$ cat src/rtl/gcn_layer_scheduler_if.sv
// Handshake bundle between the GCN layer scheduler and its environment:
// run control in, engine done levels in, engine reset/start and status out.
interface gcn_layer_scheduler_if #(
    parameter int NUM_LAYERS = 2,
    parameter int LAYER_W    = ($clog2(NUM_LAYERS) > 0) ? $clog2(NUM_LAYERS) : 1
);
    logic               start;
    logic               abort;
    logic               trans_done;
    logic               agg_done;
    logic               trans_reset;
    logic               trans_start;
    logic               agg_reset;
    logic               agg_start;
    logic [LAYER_W-1:0] layer_idx;
    logic               busy;
    logic               done;
    logic               error;

    // Environment side: issues run control and reports engine completion.
    modport master (
        output start, abort, trans_done, agg_done,
        input  trans_reset, trans_start, agg_reset, agg_start,
        input  layer_idx, busy, done, error
    );

    // Scheduler side.
    modport slave (
        input  start, abort, trans_done, agg_done,
        output trans_reset, trans_start, agg_reset, agg_start,
        output layer_idx, busy, done, error
    );
endinterface

$ cat src/rtl/gcn_layer_scheduler.sv
// GCN layer phase sequencer. For each layer: reset+start the transformation
// engine, wait for its done, then reset+start the aggregation engine and wait.
// After NUM_LAYERS layers it parks in DONE. Each wait phase has a watchdog
// that sends the FSM to ERROR; abort returns to IDLE from anywhere.
module gcn_layer_scheduler #(
    parameter int NUM_LAYERS     = 2,
    parameter int TIMEOUT_CYCLES = 1024,
    parameter int LAYER_W        = ($clog2(NUM_LAYERS) > 0) ? $clog2(NUM_LAYERS) : 1,
    parameter int TO_W           = ($clog2(TIMEOUT_CYCLES + 1) > 0) ? $clog2(TIMEOUT_CYCLES + 1) : 1
) (
    input  logic                   clk,
    input  logic                   reset_n,
    gcn_layer_scheduler_if.slave   bus
);

    typedef enum logic [3:0] {
        S_IDLE,
        S_T_RST,
        S_T_START,
        S_T_WAIT,
        S_A_RST,
        S_A_START,
        S_A_WAIT,
        S_NEXT,
        S_DONE,
        S_ERROR
    } state_t;

    localparam logic [LAYER_W-1:0] LAST_LAYER = LAYER_W'(NUM_LAYERS - 1);
    localparam logic [TO_W-1:0]    WDOG_LAST  = TO_W'(TIMEOUT_CYCLES - 1);
    localparam bit                 WDOG_EN    = (TIMEOUT_CYCLES != 0);

    state_t             state;
    state_t             nxt;
    logic [LAYER_W-1:0] layer_idx;
    logic [TO_W-1:0]    wdog;
    logic               wdog_hit;

    logic trans_reset_q, trans_start_q, agg_reset_q, agg_start_q;
    logic busy_q, done_q, error_q;

    // Watchdog expiry on the last allowed WAIT cycle; the caller still lets
    // a same-cycle done take priority.
    assign wdog_hit = WDOG_EN && (wdog == WDOG_LAST);

    // Next-state decode; abort overrides every other transition.
    always_comb begin
        nxt = state;
        case (state)
            S_IDLE:    if (bus.start) nxt = S_T_RST;
            S_T_RST:   nxt = S_T_START;
            S_T_START: nxt = S_T_WAIT;
            S_T_WAIT: begin
                if (bus.trans_done)  nxt = S_A_RST;
                else if (wdog_hit)   nxt = S_ERROR;
            end
            S_A_RST:   nxt = S_A_START;
            S_A_START: nxt = S_A_WAIT;
            S_A_WAIT: begin
                if (bus.agg_done)    nxt = (layer_idx == LAST_LAYER) ? S_DONE : S_NEXT;
                else if (wdog_hit)   nxt = S_ERROR;
            end
            S_NEXT:    nxt = S_T_RST;
            S_DONE:    if (bus.start) nxt = S_T_RST;
            S_ERROR:   if (bus.start) nxt = S_T_RST;
            default:   nxt = S_IDLE;
        endcase
        if (bus.abort && state != S_IDLE) nxt = S_IDLE;
    end

    // State, layer counter, watchdog and Moore outputs registered from the
    // next state so every output is a flop.
    always_ff @(posedge clk) begin
        if (!reset_n) begin
            state         <= S_IDLE;
            layer_idx     <= '0;
            wdog          <= '0;
            trans_reset_q <= 1'b1;
            trans_start_q <= 1'b0;
            agg_reset_q   <= 1'b1;
            agg_start_q   <= 1'b0;
            busy_q        <= 1'b0;
            done_q        <= 1'b0;
            error_q       <= 1'b0;
        end else begin
            state <= nxt;

            // Layer index: cleared on abort and on a fresh run, bumped only
            // when NEXT hands over to the following layer.
            if (nxt == S_IDLE ||
                ((state == S_DONE || state == S_ERROR) && nxt == S_T_RST))
                layer_idx <= '0;
            else if (state == S_NEXT && nxt == S_T_RST)
                layer_idx <= layer_idx + LAYER_W'(1);

            // Watchdog: zeroed by each start, counts idle WAIT cycles, saturates.
            if (state == S_T_START || state == S_A_START)
                wdog <= '0;
            else if ((state == S_T_WAIT && !bus.trans_done) ||
                     (state == S_A_WAIT && !bus.agg_done)) begin
                if (wdog != '1) wdog <= wdog + TO_W'(1);
            end

            trans_reset_q <= 1'b0;
            trans_start_q <= 1'b0;
            agg_reset_q   <= 1'b0;
            agg_start_q   <= 1'b0;
            busy_q        <= 1'b0;
            done_q        <= 1'b0;
            error_q       <= 1'b0;
            case (nxt)
                S_IDLE:    begin trans_reset_q <= 1'b1; agg_reset_q <= 1'b1; end
                S_T_RST:   begin trans_reset_q <= 1'b1; busy_q <= 1'b1; end
                S_T_START: begin trans_start_q <= 1'b1; busy_q <= 1'b1; end
                S_T_WAIT:  busy_q <= 1'b1;
                S_A_RST:   begin agg_reset_q <= 1'b1; busy_q <= 1'b1; end
                S_A_START: begin agg_start_q <= 1'b1; busy_q <= 1'b1; end
                S_A_WAIT:  busy_q <= 1'b1;
                S_NEXT:    busy_q <= 1'b1;
                S_DONE:    done_q <= 1'b1;
                S_ERROR:   error_q <= 1'b1;
                default:   begin trans_reset_q <= 1'b1; agg_reset_q <= 1'b1; end
            endcase
        end
    end

    assign bus.trans_reset = trans_reset_q;
    assign bus.trans_start = trans_start_q;
    assign bus.agg_reset   = agg_reset_q;
    assign bus.agg_start   = agg_start_q;
    assign bus.layer_idx   = layer_idx;
    assign bus.busy        = busy_q;
    assign bus.done        = done_q;
    assign bus.error       = error_q;

endmodule
$ cat src/flat_wrapper.sv
// flat-port wrapper written by rule: the top's interface ports become plain ports
module gcn_layer_scheduler_flat 
#(
    parameter int NUM_LAYERS     = 2,
    parameter int TIMEOUT_CYCLES = 1024,
    parameter int LAYER_W        = ($clog2(NUM_LAYERS) > 0) ? $clog2(NUM_LAYERS) : 1,
    parameter int TO_W           = ($clog2(TIMEOUT_CYCLES + 1) > 0) ? $clog2(TIMEOUT_CYCLES + 1) : 1
)
  (clk, reset_n, bus_start, bus_abort, bus_trans_done, bus_agg_done, bus_trans_reset, bus_trans_start, bus_agg_reset, bus_agg_start, bus_layer_idx, bus_busy, bus_done, bus_error);
  gcn_layer_scheduler_if #(.NUM_LAYERS(NUM_LAYERS), .LAYER_W(LAYER_W)) bus_i ();
  input  logic clk;
  input  logic reset_n;
  input wire logic [$bits(bus_i.start)-1:0] bus_start;
  input wire logic [$bits(bus_i.abort)-1:0] bus_abort;
  input wire logic [$bits(bus_i.trans_done)-1:0] bus_trans_done;
  input wire logic [$bits(bus_i.agg_done)-1:0] bus_agg_done;
  output wire logic [$bits(bus_i.trans_reset)-1:0] bus_trans_reset;
  output wire logic [$bits(bus_i.trans_start)-1:0] bus_trans_start;
  output wire logic [$bits(bus_i.agg_reset)-1:0] bus_agg_reset;
  output wire logic [$bits(bus_i.agg_start)-1:0] bus_agg_start;
  output wire logic [$bits(bus_i.layer_idx)-1:0] bus_layer_idx;
  output wire logic [$bits(bus_i.busy)-1:0] bus_busy;
  output wire logic [$bits(bus_i.done)-1:0] bus_done;
  output wire logic [$bits(bus_i.error)-1:0] bus_error;
  assign bus_i.start = bus_start;
  assign bus_i.abort = bus_abort;
  assign bus_i.trans_done = bus_trans_done;
  assign bus_i.agg_done = bus_agg_done;
  assign bus_trans_reset = bus_i.trans_reset;
  assign bus_trans_start = bus_i.trans_start;
  assign bus_agg_reset = bus_i.agg_reset;
  assign bus_agg_start = bus_i.agg_start;
  assign bus_layer_idx = bus_i.layer_idx;
  assign bus_busy = bus_i.busy;
  assign bus_done = bus_i.done;
  assign bus_error = bus_i.error;
  gcn_layer_scheduler #(.NUM_LAYERS(NUM_LAYERS), .TIMEOUT_CYCLES(TIMEOUT_CYCLES), .LAYER_W(LAYER_W), .TO_W(TO_W)) u_core (.clk(clk), .reset_n(reset_n), .bus(bus_i));
endmodule
$ cat config.mk
export PLATFORM = sky130hd
export DESIGN_NAME = gcn_layer_scheduler_flat
export DESIGN_NICKNAME = d
export VERILOG_FILES = /design/src/rtl/gcn_layer_scheduler_if.sv /design/src/rtl/gcn_layer_scheduler.sv /design/src/flat_wrapper.sv
export SDC_FILE = /design/constraint.sdc
export NUM_CORES = 1
export LEC_CHECK = 0
export BUFFER_PORTS_ARGS = -buffer_cell sky130_fd_sc_hd__buf_4
export CORE_MARGIN = 2
export CORE_UTILIZATION = 61
export DETAILED_ROUTE_END_ITERATION = 10
export GPL_TIMING_DRIVEN = 0
export PLACE_DENSITY = 0.83
export REMOVE_ABC_BUFFERS = 1
export SLEW_MARGIN = 20
export SYNTH_ARGS = -nofsm -noshare
export SYNTH_HDL_FRONTEND = slang
export SYNTH_SLANG_ARGS = --single-unit
$ cat constraint.sdc
create_clock -name clk -period 3.6 [get_ports clk]
set_clock_uncertainty 0.15 [all_clocks]
set_input_delay 0.18 -clock clk [delete_from_list [all_inputs] [get_ports clk]]
set_output_delay 0.18 -clock clk [all_outputs]
set_load 0.02 [all_outputs]
==> results by stage <==
Synthesis:
- The commonest register cell after synthesis is sky130_fd_sc_hd__dfxtp_1.
- The sequential cell area fraction in the yosys report is 37.5%.
- By area, the combinational part of the netlist is dominated by simple AND/OR/NAND/NOR gates.
- Summing the areas of all fa, ha and maj instances in the mapped netlist gives 1.02% of the synthesized area.
- The share of synthesized area in the top cell type comes to 37.5%.
- Summing the areas of all and, or, nand and nor instances in the mapped netlist gives 37.2% of the synthesized area.
- The cell count after synthesis came out at 143.
- For this run, asynchronously set or reset flops after synthesis account for 0%.
- The share of synthesized area spent on multiplexers is 0.815%.
- The xor/xnor cell area share of the yosys netlist is under 10%.
- By area the synthesized netlist is led by sky130_fd_sc_hd__dfxtp_1, sky130_fd_sc_hd__nor2_1, sky130_fd_sc_hd__xnor2_1.
- The number of distinct library cell variants in the gate-level netlist after synthesis is 44.
- The area fraction in compound gates after synthesis is ~15%.
- The number of synthesized register bits is 23.
- sky130_fd_sc_hd__dfxtp_1 is the most common cell in the netlist.
- Counting instances in the post-synthesis netlist gives the leading cell types as sky130_fd_sc_hd__dfxtp_1, sky130_fd_sc_hd__nor2_1, sky130_fd_sc_hd__nand2_1.
- The cell area after synthesis is 1230 um2.
- Summed over all instances, the cell type with the most area after synthesis is sky130_fd_sc_hd__dfxtp_1.
- The number of warnings issued by yosys is 0.
- The number of synthesized flops with an enable pin is 0.
- Dividing the synthesized area by the synthesized cell count gives 8.59 um2.

Floorplan:
- The die covers around 2400 um2.
- The initial utilization of the core area, before any placement, comes to 63.9%.
- Row generation in the floorplan step produced 16 rows.
- The die outline height is slightly below 50 um.
- The core area is 1920 um2.
- The die boundary width is about 50 um.
- The number of top-level pins is 14.

Global routing:
- The pin count of the biggest net entering global routing is 16.
- Global routing finished with a remaining overflow of 0.
- The global-route wire length before repair is 3880 um.
- The initial antenna violation count is 0.
- For this run, the total global-route usage over all layers was measured as 20.3%.
- The via count of the first global-routing pass is 896.

Drt:
- The routed wire length per instance is 12.6 um.
- The number of antenna-violating nets in the routed design is 0.
- The first detailed-routing pass took 5 iterations.
- Dividing the detail-routed via count by the number of cells gives between 5 and 6.
- The final wirelength is about 2300 um.
- The violation count after the first detailed-route iteration is 19.
- The post-route DRC violation count is 0.
- The via count of the routed design is 1052.

Timing:
- Adding up every negative setup slack in the final design gives 0 ps.
- The final worst slack is 1410 ps.
- The hold violation total from the final report came to 0.
- The number of slew-limit violations in the final report is 0.
- The transition time at the pin with the least slew margin is between 800 and 900 ps.
- Of the available clock period, the critical path in the final layout requires 61.0%.
- The minimum clock period is ~2200 ps.
- Based on the critical path, the design can be clocked at up to 0.456 GHz.
- The headroom to the max-slew limit is 45.9%.
- The worst-case hold slack is approximately 84 ps.
- Setup violations remaining at the end of the flow were counted as 0.
- Setup repair after global routing left no endpoint under its margin.

Cells and area:
- The final antenna diode count is 0.
- The filler cell count in the final layout is 160.
- From synthesis to final layout, the design area changed by 11.9%.
- The final layout contains 164 nets.
- In the final layout, the share of cells above drive strength 1 is between 10% and 20%.

Worst setup path:
- The maximum fanout count along the critical path is 15.
- The kind of launch point of the worst setup path is a register.
- The worst reg2reg path startpoint is u_core.state[2].
- The timing startpoint of the critical path is u_core.state[2].
- Data on the critical path is required at its endpoint by 3620 ps.
- The capturing element type of the critical path is a register.
- The worst path arrival time is 2210 ps.
- By startpoint and endpoint, the worst setup path is classified as reg -> reg.

Power and ir drop:
- Summed over all cells, the static leakage comes to 0.507 nW.
- The total power per unit cell area is 447 nW/um2.
- The completed layout was analyzed and its total power is 614 uW.
- The worst supply voltage drop on vdd is 336 uV.

Clock tree:
- The clock net in this run drives a total of 23 sinks.
- In this run the number of H-tree levels came out at 1.
- After clock tree synthesis, the clock-pin slew on the worst setup and hold paths is between 100 and 150 ps.
- For the worst-skew pair, the clock arrives at the later sink with an insertion delay of 300 ps.
- The cell sitting at the root of the clock tree is a sky130_fd_sc_hd__clkbuf_4.
- Buffers added to address setup during post-CTS repair amount to 0.
- The number of CTS-inserted buffers is 3.
- The TritonCTS clock tree is done.
- Counting along the longest clock path gives a buffer depth of 2.
- Post-CTS repair changed the size of 0 cells.

Status:
- The flow ran to the end, and the final reports show no timing, DRC or antenna violations.

Placement:
- The detailed-placement wirelength estimate is 1700 um.
- The congestion estimate from routability-driven global placement came to 0.845.
- Port buffering added 13 buffers.
- The setup slack at placement is 1410 ps.

Worst hold path:
- In this run the most critical hold path is launched from bus_abort.
- The class of the tightest hold or removal check is in -> reg.

Run:
- The number of max-capacitance violations reported is 0.
## flip-flops by register name, summed over array words and instances (netlist names)
register	count
u_core.wdog	11
u_core.bus.done	1
u_core.bus.layer_idx	1
u_core.bus.trans_reset	1
u_core.bus.error	1
u_core.bus.agg_start	1
u_core.bus.busy	1
u_core.state	4
u_core.bus.trans_start	1
u_core.bus.agg_reset	1
## kinds of logic after synthesis
kind of cell | after synthesis
muxes | 1
buffers and inverters | 9
DFF | 23
AOI/OAI and AO/OA | 26
xor gates and xnor gates | 8
adders and majority gates | 1
and+or+nand+nor | 75
## stage by stage
step,cells,cell area (um2),util [%]
after detailed placement,178,1340,69.6
after floorplan,138,1210,-
after CTS,183,1380,71.5
after global routing,183,1380,71.5
final,183,1380,71.5
after global placement,178,1340,69.6
## final timing paths
check | to | slack (ps) | cells after the start
worst min register to register | u_core.wdog[8] | 380 | 1
worst min-delay path | u_core.bus.layer_idx | 80 | 4
worst max-delay path | u_core.wdog[4] | 1410 | 5
worst max register to register | u_core.wdog[4] | 1410 | 5
## cell type report
class	instances	area (um2)	area share, %
multi-input combinational	111	731	53.1
sequential	23	460	33.5
timing repair buffer	14	108	7.83
tap	27	33.8	2.46
clock buffer	3	22.5	1.64
inverter	4	15.0	1.09
clock inverter	1	5.00	0.364
## power breakdown
part,total [mW],switching (mW),internal [mW]
Clock,0.113,0.0715,0.0413
Sequential,0.310,0.0309,0.279
Combinational,0.192,0.106,0.0853
Total,0.614,0.209,0.406
## critical path, stage by stage, from the launching register on
cell and delay, ps:
sky130_fd_sc_hd__dfxtp_1 590, sky130_fd_sc_hd__nor3b_1 430, sky130_fd_sc_hd__o21ai_2 220, sky130_fd_sc_hd__nor4_1 430
sky130_fd_sc_hd__xnor2_1 190, sky130_fd_sc_hd__nor2_1 60
## timing repair
| action | 4_1_cts | 5_1_grt |
|---|---|---|
| hold endpoints to repair | 4 | 0 |
| hold buffers | 1 | 0 |
| endpoints found under the setup margin | 0 | 0 |
## placed cells by master (no fill, tap or decap), drive strengths merged, types with 4 or more instances in the layout
cell type and instances:
inv 4, dfxtp 23, a21oi 7, xnor2 7
buf 13, nand3 6, nand2 9, nor2 20
nand2b 6, o21ai 6, nor4 8, nor2b 5
## per-layer routing
| metal | vias up | global-route usage, % | wire, um |
|---|---|---|---|
| li1 | 537 | - | - |
| met1 | 497 | 24.9 | 1030 |
| met2 | 14 | 35.4 | 1180 |
| met4 | 0 | 8.10 | 31 |
| met3 | 4 | 3.37 | 68 |
| met5 | - | 0 | 0 |
Power figures use the tool's default switching activity.
